File: config.mk
export PLATFORM = sky130hd
export DESIGN_NAME = addr_dec_out_ctrl
export DESIGN_NICKNAME = d
export VERILOG_FILES = /design/src/rtl/addr_dec_pkg.sv /design/src/rtl/addr_region_decode.sv /design/src/rtl/addr_dec_out_ctrl.sv
export SDC_FILE = /design/constraint.sdc
export NUM_CORES = 1
export LEC_CHECK = 0
export BUFFER_PORTS_ARGS = -buffer_cell sky130_fd_sc_hd__buf_2
export CAP_MARGIN = 30
export CORE_MARGIN = 2
export CORE_UTILIZATION = 52
export CTS_BUF_LIST = sky130_fd_sc_hd__clkbuf_2
export DETAILED_ROUTE_END_ITERATION = 10
export PLACE_DENSITY = 0.88
export SLEW_MARGIN = 20
export SYNTH_ARGS = -nofsm -noshare
export SYNTH_HDL_FRONTEND = slang
export SYNTH_SLANG_ARGS = --single-unit
File: constraint.sdc
create_clock -name clock -period 3.4 [get_ports clock]
set_input_delay 1.02 -clock clock [delete_from_list [all_inputs] [get_ports clock]]
set_output_delay 1.02 -clock clock [all_outputs]
set_load 0.05 [all_outputs]
File: src/rtl/addr_dec_pkg.sv
// addr_dec_pkg: shared types and defaults for the unit address decoder output stage.
package addr_dec_pkg;
   localparam int DEF_N_PORTS        = 6;
   localparam int DEF_ADDR_W         = 8;
   localparam int DEF_DATA_W         = 8;
   localparam int DEF_REGION_SIZE    = 32;
   localparam int DEF_TIMEOUT_CYCLES = 16;
   localparam int MAX_DATA_W         = 64;
   typedef enum logic [1:0] {IDLE, WAIT, RESP} addr_dec_state_e;
   typedef struct packed {
      logic [MAX_DATA_W-1:0] rd_data;
      logic                  err;
   } addr_dec_resp_t;
   function automatic int port_w(input int n);
      return n > 1 ? $clog2(n) : 1;
   endfunction
endpackage

File: src/rtl/addr_region_decode.sv
// addr_region_decode: maps an address to a slave port index, one-hot select and decode error.
module addr_region_decode
   import addr_dec_pkg::*;
#(
   parameter int N_PORTS     = DEF_N_PORTS,
   parameter int ADDR_W      = DEF_ADDR_W,
   parameter int REGION_SIZE = DEF_REGION_SIZE,
   parameter int PW          = port_w(N_PORTS)
) (
   input  logic [ADDR_W-1:0]  addr,
   output logic [PW-1:0]      port,
   output logic [N_PORTS-1:0] sel,
   output logic               err
);
   logic [ADDR_W:0] idx;
   always_comb begin
      idx  = {1'b0, addr} / (ADDR_W+1)'(REGION_SIZE);
      err  = idx >= (ADDR_W+1)'(N_PORTS);
      port = PW'(idx);
      sel  = err ? '0 : N_PORTS'(1) << idx;
   end
endmodule

File: src/rtl/addr_dec_out_ctrl.sv
// addr_dec_out_ctrl: one-transaction-at-a-time slave select/ack controller with buffered response.
// Optional ack timeout is enabled by defining ADDR_DEC_TIMEOUT_EN.
module addr_dec_out_ctrl
   import addr_dec_pkg::*;
#(
   parameter int N_PORTS        = DEF_N_PORTS,
   parameter int ADDR_W         = DEF_ADDR_W,
   parameter int DATA_W         = DEF_DATA_W,
   parameter int REGION_SIZE    = DEF_REGION_SIZE,
   parameter int TIMEOUT_CYCLES = DEF_TIMEOUT_CYCLES
) (
   input  logic               clock,
   input  logic               reset,
   input  logic               req_valid_in,
   output logic               req_ready_out,
   input  logic               req_wr_rd_s_in,
   input  logic [ADDR_W-1:0]  req_addr_in,
   input  logic [DATA_W-1:0]  req_wr_data_in,
   output logic               resp_valid_out,
   input  logic               resp_ready_in,
   output logic [DATA_W-1:0]  resp_rd_data_out,
   output logic               resp_err_out,
   output logic [N_PORTS-1:0] sel_en_out,
   output logic               wr_rd_s_out,
   output logic [ADDR_W-1:0]  addr_out,
   output logic [DATA_W-1:0]  wr_data_out,
   input  logic [DATA_W-1:0]  rd_data_in,
   input  logic [N_PORTS-1:0] ack_in
);
   localparam int PW = port_w(N_PORTS);
   if (N_PORTS < 1 || N_PORTS > 16 || DATA_W > MAX_DATA_W ||
       longint'(N_PORTS) * REGION_SIZE > (longint'(1) << ADDR_W)) begin : g_bad_cfg
      $error("addr_dec_out_ctrl: unsupported N_PORTS/REGION_SIZE/ADDR_W/DATA_W combination");
   end
   addr_dec_state_e      state;
   addr_dec_resp_t       resp_q;
   logic [PW-1:0]        port_q, dec_port;
   logic [N_PORTS-1:0]   dec_sel;
   logic                 dec_err, ack_hit, expired, unused_rd;
   addr_region_decode #(
      .N_PORTS(N_PORTS), .ADDR_W(ADDR_W), .REGION_SIZE(REGION_SIZE), .PW(PW)
   ) u_dec (
      .addr(req_addr_in), .port(dec_port), .sel(dec_sel), .err(dec_err)
   );
   // Only the selected slave's ack matters; others are ignored.
   assign ack_hit          = ack_in[port_q];
   assign req_ready_out    = state == IDLE && !reset;
   assign resp_valid_out   = state == RESP;
   assign resp_rd_data_out = resp_q.rd_data[DATA_W-1:0];
   assign resp_err_out     = resp_q.err;
   assign unused_rd        = ^resp_q.rd_data;
`ifdef ADDR_DEC_TIMEOUT_EN
   localparam int CW = $clog2(TIMEOUT_CYCLES + 1);
   logic [CW-1:0] cnt;
   assign expired = cnt == CW'(TIMEOUT_CYCLES - 1);
   always_ff @(posedge clock or posedge reset) begin
      if (reset) cnt <= '0;
      else if (state != WAIT) cnt <= '0;
      else if (!ack_hit) cnt <= cnt + 1'b1;
   end
`else
   localparam int unused_timeout = TIMEOUT_CYCLES;
   assign expired = 1'b0;
`endif
   always_ff @(posedge clock or posedge reset) begin
      if (reset) begin
         state       <= IDLE;
         sel_en_out  <= '0;
         wr_rd_s_out <= 1'b0;
         addr_out    <= '0;
         wr_data_out <= '0;
         port_q      <= '0;
         resp_q      <= '0;
      end else begin
         case (state)
            IDLE: if (req_valid_in) begin
               wr_rd_s_out <= req_wr_rd_s_in;
               addr_out    <= req_addr_in;
               wr_data_out <= req_wr_data_in;
               port_q      <= dec_port;
               sel_en_out  <= dec_sel;
               resp_q      <= '{rd_data: '0, err: dec_err};
               state       <= dec_err ? RESP : WAIT;
            end
            WAIT: if (ack_hit || expired) begin
               sel_en_out     <= '0;
               resp_q.rd_data <= ack_hit && !wr_rd_s_out ? MAX_DATA_W'(rd_data_in) : '0;
               resp_q.err     <= !ack_hit;
               state          <= RESP;
            end
            RESP: if (resp_ready_in) state <= IDLE;
            default: state <= IDLE;
         endcase
      end
   end
endmodule

## After elaboration in Yosys (flattened, before gate mapping)

Index checks and enable logic that the tools add are counted.

| operators by class | value |
|---|---|
| eq/ne operators | 5 |
| reduce and logical (&&, ||, !) cells | 10 |
| shift operators | 1 |
| multiplexer cells | 15 |
| $lt $le $gt $ge | 2 |

Operators with widths:

| operator | count |
|---|---|
| 6-bit 2-to-1 mux | 3 |
| 9-bit 2-to-1 mux | 2 |
| 9-bit case mux with 2 select lines | 1 |
| 6-bit case mux with 2 select lines | 1 |
| 2-bit 2-to-1 mux | 4 |
| 8-bit 2-to-1 mux | 1 |
| 2-bit case mux with 3 select lines | 1 |
| 3-bit AND reduction | 2 |
| 1-bit by 3-bit left shift with 6-bit output (first input constant) | 1 |
| 3-bit by 4-bit less-than comparator with 1-bit output (second input constant) | 1 |
| 2-bit != test (second input constant) | 2 |
| 1-bit binary-select mux with 3-bit select | 1 |
| 3-bit >= comparator (second input constant) | 1 |
| 1-bit zero test | 3 |
| 2-bit by 1-bit == test with 1-bit output (second input constant) | 1 |
| 2-bit == test (second input constant) | 1 |
| 1-bit logical AND | 2 |
| 2-bit zero test | 1 |
| 2-bit by 1-bit != test with 1-bit output (second input constant) | 1 |
| 2-bit AND reduction | 1 |
| 2-bit nonzero test | 1 |
| 1-bit 2-to-1 mux | 1 |

| word-level totals | value |
|---|---|
| word-level logic and storage cells | 41 |
| flip-flop bits (word level) | 37 |
| bits of input ports | 35 |
| output and inout bits | 34 |

## Logic depth before layout (Yosys ltp)

| depth | value |
|---|---|
| depth in word-level cells | 6 |
| depth in mapped cells | 6 |
| mapped depth without buffers | 4 |

## Hierarchy

From an unflattened synthesis, not the netlist that was laid out.

| second synthesis, totals | value |
|---|---|
| cells, all modules | 178 |
| area, all modules | 1637.8 um^2 |

By module, submodules not included:

| module | seq. area each (um^2) | instances | area each (um^2) | cells each |
|---|---|---|---|---|
| addr_dec_out_ctrl | 925.9 | 1 | 1560.2 | 168 |
| addr_region_decode | 0.0 | 1 | 77.6 | 10 |

## Worst setup path after synthesis

No wires, ideal clock.

| timing path | value |
|---|---|
| path type | input -> output |
| start point | input port reset |
| end point | output port req_ready_out |
| buffers on the path | 0 |
| setup slack | 0.315 ns |
| arrival | 2.065 ns |
| required time | 2.380 ns |
| stages | 1 |
| cells stage by stage | nor3_1 |

| between the ends | value |
|---|---|
| word-level cells in the longest chain between the ends | 2 |

RTL lines:

| item | RTL line | text |
|---|---|---|
| from (decl) | addr_dec_out_ctrl.sv:13 | `input logic reset,` |
| 1-bit zero test (no source line) | -- |  |
| 1-bit logical AND | addr_dec_out_ctrl.sv:47 | `assign req_ready_out = state == IDLE && !reset;` |
| to (decl) | addr_dec_out_ctrl.sv:15 | `output logic req_ready_out,` |

Every way passes these cells.

## Worst setup path in the final report

Ends and elaborated chain as after synthesis.

==> flow_summary.yaml <==
layout:
  layout-drive-gt1-share_pct: 50.8
  regArea_sq_um: 851
  fin_nets: 231
  fillerInstances: 207
  area_growth_pct: 27.2
  multiInputGateArea_sq_um: 609
  antennaDiodeCount: 0
yosys:
  synth.ff_latch_count: 34
  yosysMostFrequentCell: "dfrtp_1"
  synth-edff-count: 0
  syn_area_sq_um: 1510
  synthTopCellsByArea: "dfrtp_1 (57%), mux2_2 (14%), mux2i_1 (6.0%), nand2_1 (4.7%), nand2b_1 (3.3%)"
  syn_avg_cell_area_sq_um: 12.0
  syn_nets: 160
  syn_inst: 125
  synth_common_cells: "dfrtp_1 (34), mux2_2 (19), nand2_1 (19), mux2i_1 (9), nand2b_1 (8)"
  yosysTopAreaCell: "dfrtp_1"
  synth_cell_types: 23
  async_reset_ff_share_pct: 100
  yosysTopAreaCellShare_pct: 56.5
  synth-seq-area-share_pct: 56.5
  synth_ff_type: "dfrtp_1"
  ys.warnings.count: 0
floorplan:
  die_h_microns: 57.8
  start_util_pct: 54.6
  io_pins: 69
  core_sq_um: 2760
  die_x_microns: 57.8
  die_area_sq_um: 3340
  rows: 19
clock_network:
  cts_buffers: 5
  clk_latency_ps: 370
  cts_root_buf: "clkbuf_2"
  hold_buffers: 0
  postCtsSetupBuffers: 0
  cts_buffer_depth: 2
  clk_pin_slew_ps: 150
  cts.sink_count: 34
  cts_tree: "done"
  post_cts_resized: 0
  cts_max_level: 2
timing:
  hold_viol: 0
  tightest_slew_ps: 868
  slew_headroom_pct: 42.2
  slew_violations: 0
  fin_crit_ps: 2540
  finClkSkew_ps: 25.5
  grt_setup_unrepaired: "no"
  period_share_pct: 74.6
  setup_tns_ps: 0
  worst_slack_ps: 863
  finalSetupViolations: 0
  timing.fmax_ghz: 0.394
placed_design:
  dpl.hpwl_microns: 2560
  pre_cts_ws_ps: 668
  port_buffers: 68
  gp_congestion: 0.823
global_route:
  antenna_found_initial: 0
  grt_pass1_vias: 1265
  grtUsageTotal_pct: 22.4
  grt_pass1_wl_microns: 5620
  overflow: 0
  grt_max_degree: 24
worst_setup_path:
  critPathRequiredTime_ps: 2380
  r2r_slack_ps: 1290
  worstRegToRegCells: 4
  start_kind: "input port"
  end_kind: "output port"
  path_max_fanout: 2
  rr_endpoint: "resp_rd_data_out[3]$_DFFE_PP0P_"
  cp-startpoint: "reset"
  worst-setup-path-type: "in -> out"
  cp.arrival_ps: 1520
  r2r_start: "addr_out[5]$_DFFE_PP0P_"
  endpoint: "req_ready_out"
worst_hold_path:
  hold_class: "reg -> reg"
  min_from: "wr_data_out[5]$_DFFE_PP0P_"
route:
  wirelength_microns: 3270
  wire_per_inst_microns: 14.4
  first_iter_violations: 25
  antenna_left: 0
  drc: 0
  vias: 1215
  via_per_inst: 5.33
  firstDrtPassIters: 4
power_and_ir_drop:
  vdd_ir_drop_max_v: 0.000755
  pwr_density_cell_nw_per_um2: 1120
  leakage_uw: 0.000965
job:
  drv_cap: 0
status:
  status: "finished clean"
==> metal layers <==
metal | track usage (%) | part of all wire, % | up-vias
met1 | 26.6 | 41 | 599
met2 | 38.8 | 53 | 43
li1 | - | - | 571
met4 | 4.98 | 0.31 | 0
met3 | 8.26 | 6.2 | 2
met5 | 0 | 0 | -
==> stage by stage <==
stage | instances | util (%) | cell area [sq um] | hold WS, ps | power (uW)
floorplan | 125 | - | 1510 | 518 | 1680
global placement | 220 | 67.9 | 1870 | 485 | 1930
detailed placement | 220 | 67.9 | 1870 | 490 | 1970
CTS | 228 | 69.4 | 1910 | 532 | 2150
global route | 228 | 69.4 | 1910 | 541 | 2250
finish | 228 | 69.4 | 1910 | 524 | 2140
==> flip-flops by register name (all words and copies together) (netlist names) <==
name and cells:
addr_out 8, resp_rd_data_out 8, wr_data_out 8, sel_en_out 6
state 2, resp_err_out 1, wr_rd_s_out 1
==> report_power, final <==
group | switching [uW] | leakage [uW] | internal (uW)
Sequential | 128 | 0.000429 | 580
Combinational | 894 | 0.000510 | 354
Clock | 135 | 0.0000264 | 46.9
==> cells by family (layout without fill, tap and decap cells) <==
logic type / after synthesis / in the layout / share of synthesized area, %
AOI/OAI and AO/OA: 11 / 11 / 5.74
buffers and inverters: 10 / 82 / 2.99
muxes: 28 / 28 / 20.2
DFF: 34 / 34 / 56.5
and+or+nand+nor: 42 / 42 / 14.5
==> worst max-delay path: stages <==
cell and delay, ps:
buf_2 100, nor3_1 110, buf_2 280
==> placed cells by master, fill, tap and decap left out, drive strengths merged <==
| cell | netlist | layout |
|---|---|---|
| nor3 | 1 | 1 |
| dfrtp | 34 | 34 |
| inv | 3 | 3 |
| o21ai | 2 | 2 |
| nand3 | 2 | 2 |
| clkinvlp | 0 | 1 |
| nor2b | 1 | 1 |
| nand4 | 1 | 1 |
| buf | 2 | 71 |
| nor2 | 3 | 3 |
| a21oi | 2 | 2 |
| clkinv | 0 | 2 |
| nand3b | 4 | 4 |
| a311oi | 1 | 1 |
| nand2b | 8 | 8 |
| nand2 | 19 | 19 |
| o22ai | 5 | 5 |
| mux2 | 19 | 19 |
| clkbuf | 5 | 5 |
| or4b | 1 | 1 |
| mux2i | 9 | 9 |
| or3 | 1 | 1 |
| or4 | 1 | 1 |
| a22o | 1 | 1 |
==> how the worst min path moves through the flow <==
stage | end | slack (ps) | depth (start not counted)
after floorplan | state[0]$_DFFE_PP0P_ | 520 | 1
after global placement | wr_data_out[5]$_DFFE_PP0P_ | 480 | 1
after detailed placement | wr_data_out[6]$_DFFE_PP0P_ | 490 | 1
after CTS | wr_data_out[5]$_DFFE_PP0P_ | 530 | 1
after global routing | wr_data_out[5]$_DFFE_PP0P_ | 540 | 1
final | wr_data_out[5]$_DFFE_PP0P_ | 520 | 1
==> cell type report <==
cell class              instances  area share (%)
flip-flops and latches         34            44.4
multi-input cells              81            31.8
repair buffers                 71            19.0
well taps                      31            2.03
clock buffers                   5            1.31
clock inverters                 3           0.850
inverters                       3           0.588
(Power assumes the default switching activity.)
